--- src/rtl/branch_cmp_pkg.sv ---
// Shared definitions for the ID-stage branch resolver: branch compare opcodes,
// resolver state encodings and the operand-readiness helper.
package branch_cmp_pkg;

    localparam logic [2:0] CMP_BEQ  = 3'd0;
    localparam logic [2:0] CMP_BNE  = 3'd1;
    localparam logic [2:0] CMP_BLEZ = 3'd2;
    localparam logic [2:0] CMP_BGTZ = 3'd3;
    localparam logic [2:0] CMP_BLTZ = 3'd4;
    localparam logic [2:0] CMP_BGEZ = 3'd5;

    typedef enum logic [0:0] {
        ST_IDLE = 1'b0,
        ST_WAIT = 1'b1
    } state_e;

    // Single-operand compares against zero ignore rt; unknown opcodes wait for both operands.
    function automatic logic operands_ready(input logic [2:0] op,
                                            input logic       rs_rdy,
                                            input logic       rt_rdy);
        logic rdy;
        case (op)
            CMP_BLEZ, CMP_BGTZ, CMP_BLTZ, CMP_BGEZ: rdy = rs_rdy;
            CMP_BEQ, CMP_BNE:                       rdy = rs_rdy & rt_rdy;
            default:                                rdy = rs_rdy & rt_rdy;
        endcase
        return rdy;
    endfunction

endpackage

--- src/rtl/branch_cmp_core.sv ---
// Pure combinational branch condition evaluator: (cmp_op, rs, rt) -> taken.
// Zero-relative compares use the sign bit plus a zero test instead of a subtractor.
module branch_cmp_core
    import branch_cmp_pkg::*;
(
    input  logic [2:0]  cmp_op,
    input  logic [31:0] rs_data,
    input  logic [31:0] rt_data,
    output logic        taken
);

    logic rs_neg_s;
    logic rs_zero_s;

    assign rs_neg_s  = rs_data[31];
    assign rs_zero_s = (rs_data == 32'd0);

    // Branch condition decode; undefined opcodes never take.
    always_comb begin
        taken = 1'b0;
        case (cmp_op)
            CMP_BEQ:  taken = (rs_data == rt_data);
            CMP_BNE:  taken = (rs_data != rt_data);
            CMP_BLEZ: taken = rs_neg_s | rs_zero_s;
            CMP_BGTZ: taken = ~rs_neg_s & ~rs_zero_s;
            CMP_BLTZ: taken = rs_neg_s;
            CMP_BGEZ: taken = ~rs_neg_s;
            default:  taken = 1'b0;
        endcase
    end

endmodule

--- src/rtl/branch_cmp_unit.sv ---
// ID-stage branch resolver: stalls until operands are forwardable, registers the
// compare result and flags runaway stalls. Optional statistics: BRANCH_STATS_EN.
module branch_cmp_unit
    import branch_cmp_pkg::*;
#(
    parameter int unsigned MAX_STALL = 8,
    parameter int unsigned CNT_W     = 32
) (
    input  logic              clk,
    input  logic              reset,
    input  logic              en,
    input  logic              flush,
    input  logic              id_valid,
    input  logic [2:0]        cmp_op,
    input  logic [31:0]       rs_data,
    input  logic [31:0]       rt_data,
    input  logic              rs_ready,
    input  logic              rt_ready,
    output logic              id_stall,
    output logic              cmp_out,
    output logic              cmp_valid,
    output logic              stall_err
`ifdef BRANCH_STATS_EN
    ,
    output logic [CNT_W-1:0]  taken_cnt,
    output logic [CNT_W-1:0]  nottaken_cnt
`endif
);

    localparam int unsigned SC_W = $clog2(MAX_STALL + 1);
    localparam logic [SC_W-1:0] STALL_MAX = SC_W'(MAX_STALL);

    if (MAX_STALL < 1 || CNT_W < 1) begin : g_param_check
        $error("branch_cmp_unit: MAX_STALL and CNT_W must be at least 1");
    end

    state_e          state_r;
    state_e          state_nxt_s;
    logic [SC_W-1:0] stall_cnt_r;
    logic [SC_W-1:0] stall_cnt_nxt_s;
    logic            cmp_out_r;
    logic            cmp_valid_r;
    logic            stall_err_r;
    logic            ready_s;
    logic            taken_s;
    logic            resolve_s;
    logic            stall_s;
    logic            err_set_s;

    branch_cmp_core u_core (
        .cmp_op  (cmp_op),
        .rs_data (rs_data),
        .rt_data (rt_data),
        .taken   (taken_s)
    );

    assign ready_s = operands_ready(cmp_op, rs_ready, rt_ready);

    // Next-state, stall and stall-counter decode; flush wins over any resolve.
    always_comb begin
        state_nxt_s     = state_r;
        stall_cnt_nxt_s = stall_cnt_r;
        resolve_s       = 1'b0;
        stall_s         = 1'b0;
        if (!en) begin
            state_nxt_s     = state_r;
            stall_cnt_nxt_s = stall_cnt_r;
        end else if (flush) begin
            state_nxt_s     = ST_IDLE;
            stall_cnt_nxt_s = {SC_W{1'b0}};
        end else begin
            case (state_r)
                ST_IDLE: begin
                    if (id_valid && ready_s) begin
                        resolve_s = 1'b1;
                    end else if (id_valid) begin
                        stall_s         = 1'b1;
                        state_nxt_s     = ST_WAIT;
                        stall_cnt_nxt_s = SC_W'(1);
                    end else begin
                        state_nxt_s = ST_IDLE;
                    end
                end
                ST_WAIT: begin
                    if (ready_s) begin
                        resolve_s       = 1'b1;
                        state_nxt_s     = ST_IDLE;
                        stall_cnt_nxt_s = {SC_W{1'b0}};
                    end else begin
                        stall_s = 1'b1;
                        if (stall_cnt_r >= STALL_MAX) begin
                            stall_cnt_nxt_s = STALL_MAX;
                        end else begin
                            stall_cnt_nxt_s = stall_cnt_r + SC_W'(1);
                        end
                    end
                end
                default: begin
                    state_nxt_s     = ST_IDLE;
                    stall_cnt_nxt_s = {SC_W{1'b0}};
                end
            endcase
        end
    end

    assign err_set_s = stall_s && (stall_cnt_nxt_s == STALL_MAX);

    // Stall is masked while reset is held so it drops together with the state.
    assign id_stall  = stall_s & reset;
    assign cmp_out   = cmp_out_r;
    assign cmp_valid = cmp_valid_r;
    assign stall_err = stall_err_r;

    // Resolver state, result register, valid pulse and sticky stall error.
    always_ff @(posedge clk or negedge reset) begin
        if (!reset) begin
            state_r     <= ST_IDLE;
            stall_cnt_r <= {SC_W{1'b0}};
            cmp_out_r   <= 1'b0;
            cmp_valid_r <= 1'b0;
            stall_err_r <= 1'b0;
        end else if (en) begin
            state_r     <= state_nxt_s;
            stall_cnt_r <= stall_cnt_nxt_s;
            cmp_valid_r <= resolve_s;
            if (resolve_s) begin
                cmp_out_r <= taken_s;
            end
            if (err_set_s) begin
                stall_err_r <= 1'b1;
            end
        end
    end

`ifdef BRANCH_STATS_EN
    logic [CNT_W-1:0] taken_cnt_r;
    logic [CNT_W-1:0] nottaken_cnt_r;

    // Outcome counters advance only on latched results and wrap naturally.
    always_ff @(posedge clk or negedge reset) begin
        if (!reset) begin
            taken_cnt_r    <= {CNT_W{1'b0}};
            nottaken_cnt_r <= {CNT_W{1'b0}};
        end else if (en && resolve_s) begin
            if (taken_s) begin
                taken_cnt_r <= taken_cnt_r + CNT_W'(1);
            end else begin
                nottaken_cnt_r <= nottaken_cnt_r + CNT_W'(1);
            end
        end
    end

    assign taken_cnt    = taken_cnt_r;
    assign nottaken_cnt = nottaken_cnt_r;
`endif

endmodule

--- config.mk ---
export PLATFORM = sky130hd
export DESIGN_NAME = branch_cmp_unit
export DESIGN_NICKNAME = d
export VERILOG_FILES = /design/src/rtl/branch_cmp_pkg.sv /design/src/rtl/branch_cmp_core.sv /design/src/rtl/branch_cmp_unit.sv
export SDC_FILE = /design/constraint.sdc
export NUM_CORES = 1
export LEC_CHECK = 0
export ABC_AREA = 0
export BUFFER_PORTS_ARGS = -buffer_cell sky130_fd_sc_hd__buf_2
export CORE_ASPECT_RATIO = 0.9
export CORE_MARGIN = 5
export CORE_UTILIZATION = 35
export DETAILED_ROUTE_END_ITERATION = 10
export HOLD_SLACK_MARGIN = 0.06
export PLACE_DENSITY = 0.71
export SYNTH_ARGS = -nofsm -noshare
export SYNTH_HDL_FRONTEND = slang
export SYNTH_HIERARCHICAL = 1
export SYNTH_SLANG_ARGS = --single-unit
--- constraint.sdc ---
create_clock -name clk -period 3.3 [get_ports clk]
set_input_delay 0.66 -clock clk [delete_from_list [all_inputs] [get_ports clk]]
set_output_delay 0.66 -clock clk [all_outputs]
set_load 0.02 [all_outputs]
==> results.py <==
metrics = {
    "synth": {
        "avgSynthCellArea_um2": 8.674,
        "synth_compound_area_frac": 0.1308,
        "syn-cell-area_um2": 1023,
        "yosysTopAreaCell": "xor2_1",
        "synth_top_family_by_area": "simple AND/OR/NAND/NOR gates",
        "synthCells": 118,
        "synth_fp_nets": 194,
        "synth_seq_area_share": 0.1956,
        "async_reset_ff_frac": 1.000,
        "ys_seq_elements": 8,
        "yosys.area_share.simple": 0.3154,
        "synth_area_leaders": "xor2_1 28%, dfrtp_1 20%, nor4_1 7.3%",
        "yosysUniqueCellTypes": 37,
        "synthXorXnorAreaFrac": 0.2910,
        "synth_top_area_frac": 0.2824,
        "ys.flop_type": "dfrtp_1",
        "synthMuxAreaShare": 0.02078,
        "synth_edf_count": 0,
        "yosysWarningCount": 6,
        "synth_fa_ha_area_frac": 0.02445,
    },
    "timing": {
        "finClkSkew_ns": 0.006721,
        "relSlewSlack": 0.7371,
        "finalSetupTns_ns": 0,
        "rsz0062_at_grt": "no",
        "setup_viol": 0,
        "period_share": 0.6676,
        "max_freq_mhz": 453.9,
        "min_period_ns": 2.203,
        "hold_violations": 0,
        "max_slew.worst_pin.slew_ns": 0.3908,
        "finalMaxSlewViolations": 0,
    },
    "clocking": {
        "cts_setup_buffers": 0,
        "cts.clk_slew.worst_paths_ns": 0.06,
        "clock_sinks": 8,
        "cts.htree.levels": 1,
        "cts-buffers-inserted": 3,
        "clk_path_buf_depth": 2,
        "post_cts_resized": 0,
        "cts_hold_buffers": 0,
        "cts_tree": "yes",
        "cts-root-buf": "clkbuf_4",
        "clock_latency_ns": 0.26,
    },
    "layout": {
        "drive_gt1_frac": 0.4697,
        "final_area_um2": 1481,
        "fill_cells": 285,
        "nets": 276,
        "diodes": 0,
        "layout_commonest_cell": "buf_2",
        "areaGrowthSynthToFinish_pct": 44.74,
        "post-route-util": 0.5348,
        "final_cells": 238,
        "layout_common_cells": "77 x buf_2, 33 x xor2_1, 12 x nor4_1",
    },
    "floorplanning": {
        "io-pin-count": 78,
        "fp.coreArea_um2": 2770,
        "chipWidth_um": 67,
        "num_rows": 18,
        "die-area_um2": 4107,
        "initial_core_util": 0.3695,
        "fp.dieH_um": 61.30,
    },
    "critical_path": {
        "slowest_stage": "o21ai_2",
        "endpoint_kind": "output pin",
        "worst_path_most_repeated_cell": "buf_2",
        "critPathLaunchType": "input pin",
        "cp_cell_sequence": "buf_2 -> xor2_1 -> o21ai_2 -> and3_2 -> buf_2",
        "required_ns": 2.64,
        "path_max_fanout": 8,
        "critical_path.max_stage_delay_ns": 0.20,
        "arrival_ns": 1.54,
        "criticalPathCategory": "input pin to output pin",
    },
    "global_route": {
        "grt_pass1_vias": 1265,
        "antenna_found_initial": 0,
        "grt_max_degree": 10,
        "grt_pass1_wl_um": 5209,
        "grt_usage": 0.1656,
        "grt_remaining_overflow": 0,
    },
    "worst_hold_path": {
        "hp-class": "input pin to async pin",
    },
    "detailed_routing": {
        "drcViolationCount": 0,
        "drt-pass1-iter-count": 4,
        "ant_nets": 0,
        "vias": 1192,
        "wl_um": 3261,
        "viasPerCell": 5.008,
        "drt-initial-drc-count": 63,
        "wire_per_inst_um": 13.70,
    },
    "power": {
        "ir_drop_mv": 0.1116,
        "p_leak_uw": 0.0007121,
        "p_per_area_nw_per_um2": 230.8,
    },
    "place": {
        "hpwl_um": 2923,
        "placedCellCount": 235,
        "place_area_um2": 1459,
        "port_buffers": 77,
        "gp_congestion": 0.7939,
    },
    "run_status": {
        "status": "completed",
    },
    "run": {
        "drv_cap": 0,
    },
}
## path summary, 6_finish.rpt
| check | startpoint | end | slack, ns | cells past startpoint |
|---|---|---|---|---|
| max | cmp_op[1] | id_stall | 1.10 | 5 |
| min | reset | state_r | 0.24 | 1 |
| max reg2reg | stall_cnt_r[0] | stall_err | 1.80 | 5 |
| min reg2reg | stall_err | stall_err | 0.45 | 2 |
| min in group clk | stall_err | stall_err | 0.45 | 2 |
| max in group asynchronous | reset | cmp_out | 2.87 | 1 |
## cell type report
class                           count  area (µm²)  share of cell area
Multi-Input combinational cell    104       800.8              0.5405
Timing Repair Buffer               77       385.4              0.2601
Sequential cell                     8       200.2              0.1351
Tap cell                           40       50.05             0.03378
Clock buffer                        3       22.52             0.01520
Inverter                            6       22.52             0.01520
## sequential cells by signal, summed over array words and instances, names as in the netlist
register     flops
stall_cnt_r      4
cmp_out          1
state_r          1
cmp_valid        1
stall_err        1
## power by group
group,switching (µW),leakage (µW),internal (µW),total [µW]
registers,9.61,0.000103,107,116
logic,76.5,0.000595,74.1,151
clock network,33.3,0.0000138,41.6,74.9
## cell usage after synthesis, types with 2 or more instances
cell type  count
nor4_2         4
nor3b_1        5
nand2_1        7
nor3_1         2
o22ai_1        2
o221ai_1       2
ha_1           2
nand4_1        4
o21ai_0        4
nor4_1        12
nor2_1         2
dfrtp_1        8
xor2_1        33
a21oi_1        2
inv_1          5
nand2b_1       3
## metal layers
layer | routed length (µm) | GRT usage | up-vias
li1 | - | - | 600
met1 | 1387 | 0.1960 | 522
met2 | 1505 | 0.2927 | 66
met3 | 341 | 0.05657 | 4
met4 | 26 | 0.03468 | 0
met5 | 0 | 0 | -
## critical path: cells and delay by family
family,cells,cell delay [ns]
buffers and inverters,2,0.30
AO/OA/AOI/OAI,1,0.20
AND/OR/NAND/NOR,1,0.20
XOR/XNOR,1,0.18
## metrics by stage
stage                     worst slack (ns)  hold WS, ns  total power [µW]
after detailed placement             1.061       0.4455             268.3
after floorplan                      1.397       0.3644             187.7
after global routing                 1.037       0.2370             371.6
final                                1.097       0.2425             341.9
after CTS                            1.098       0.2405             345.5
after global placement               1.095       0.4394             266.4
## cells by family after synthesis
family | count (synthesis)
compound gates | 18
xor+xnor | 34
fa+ha+maj | 2
buf+inv | 6
flops | 8
mux | 2
simple gates | 48
Power figures use the tool's default switching activity.
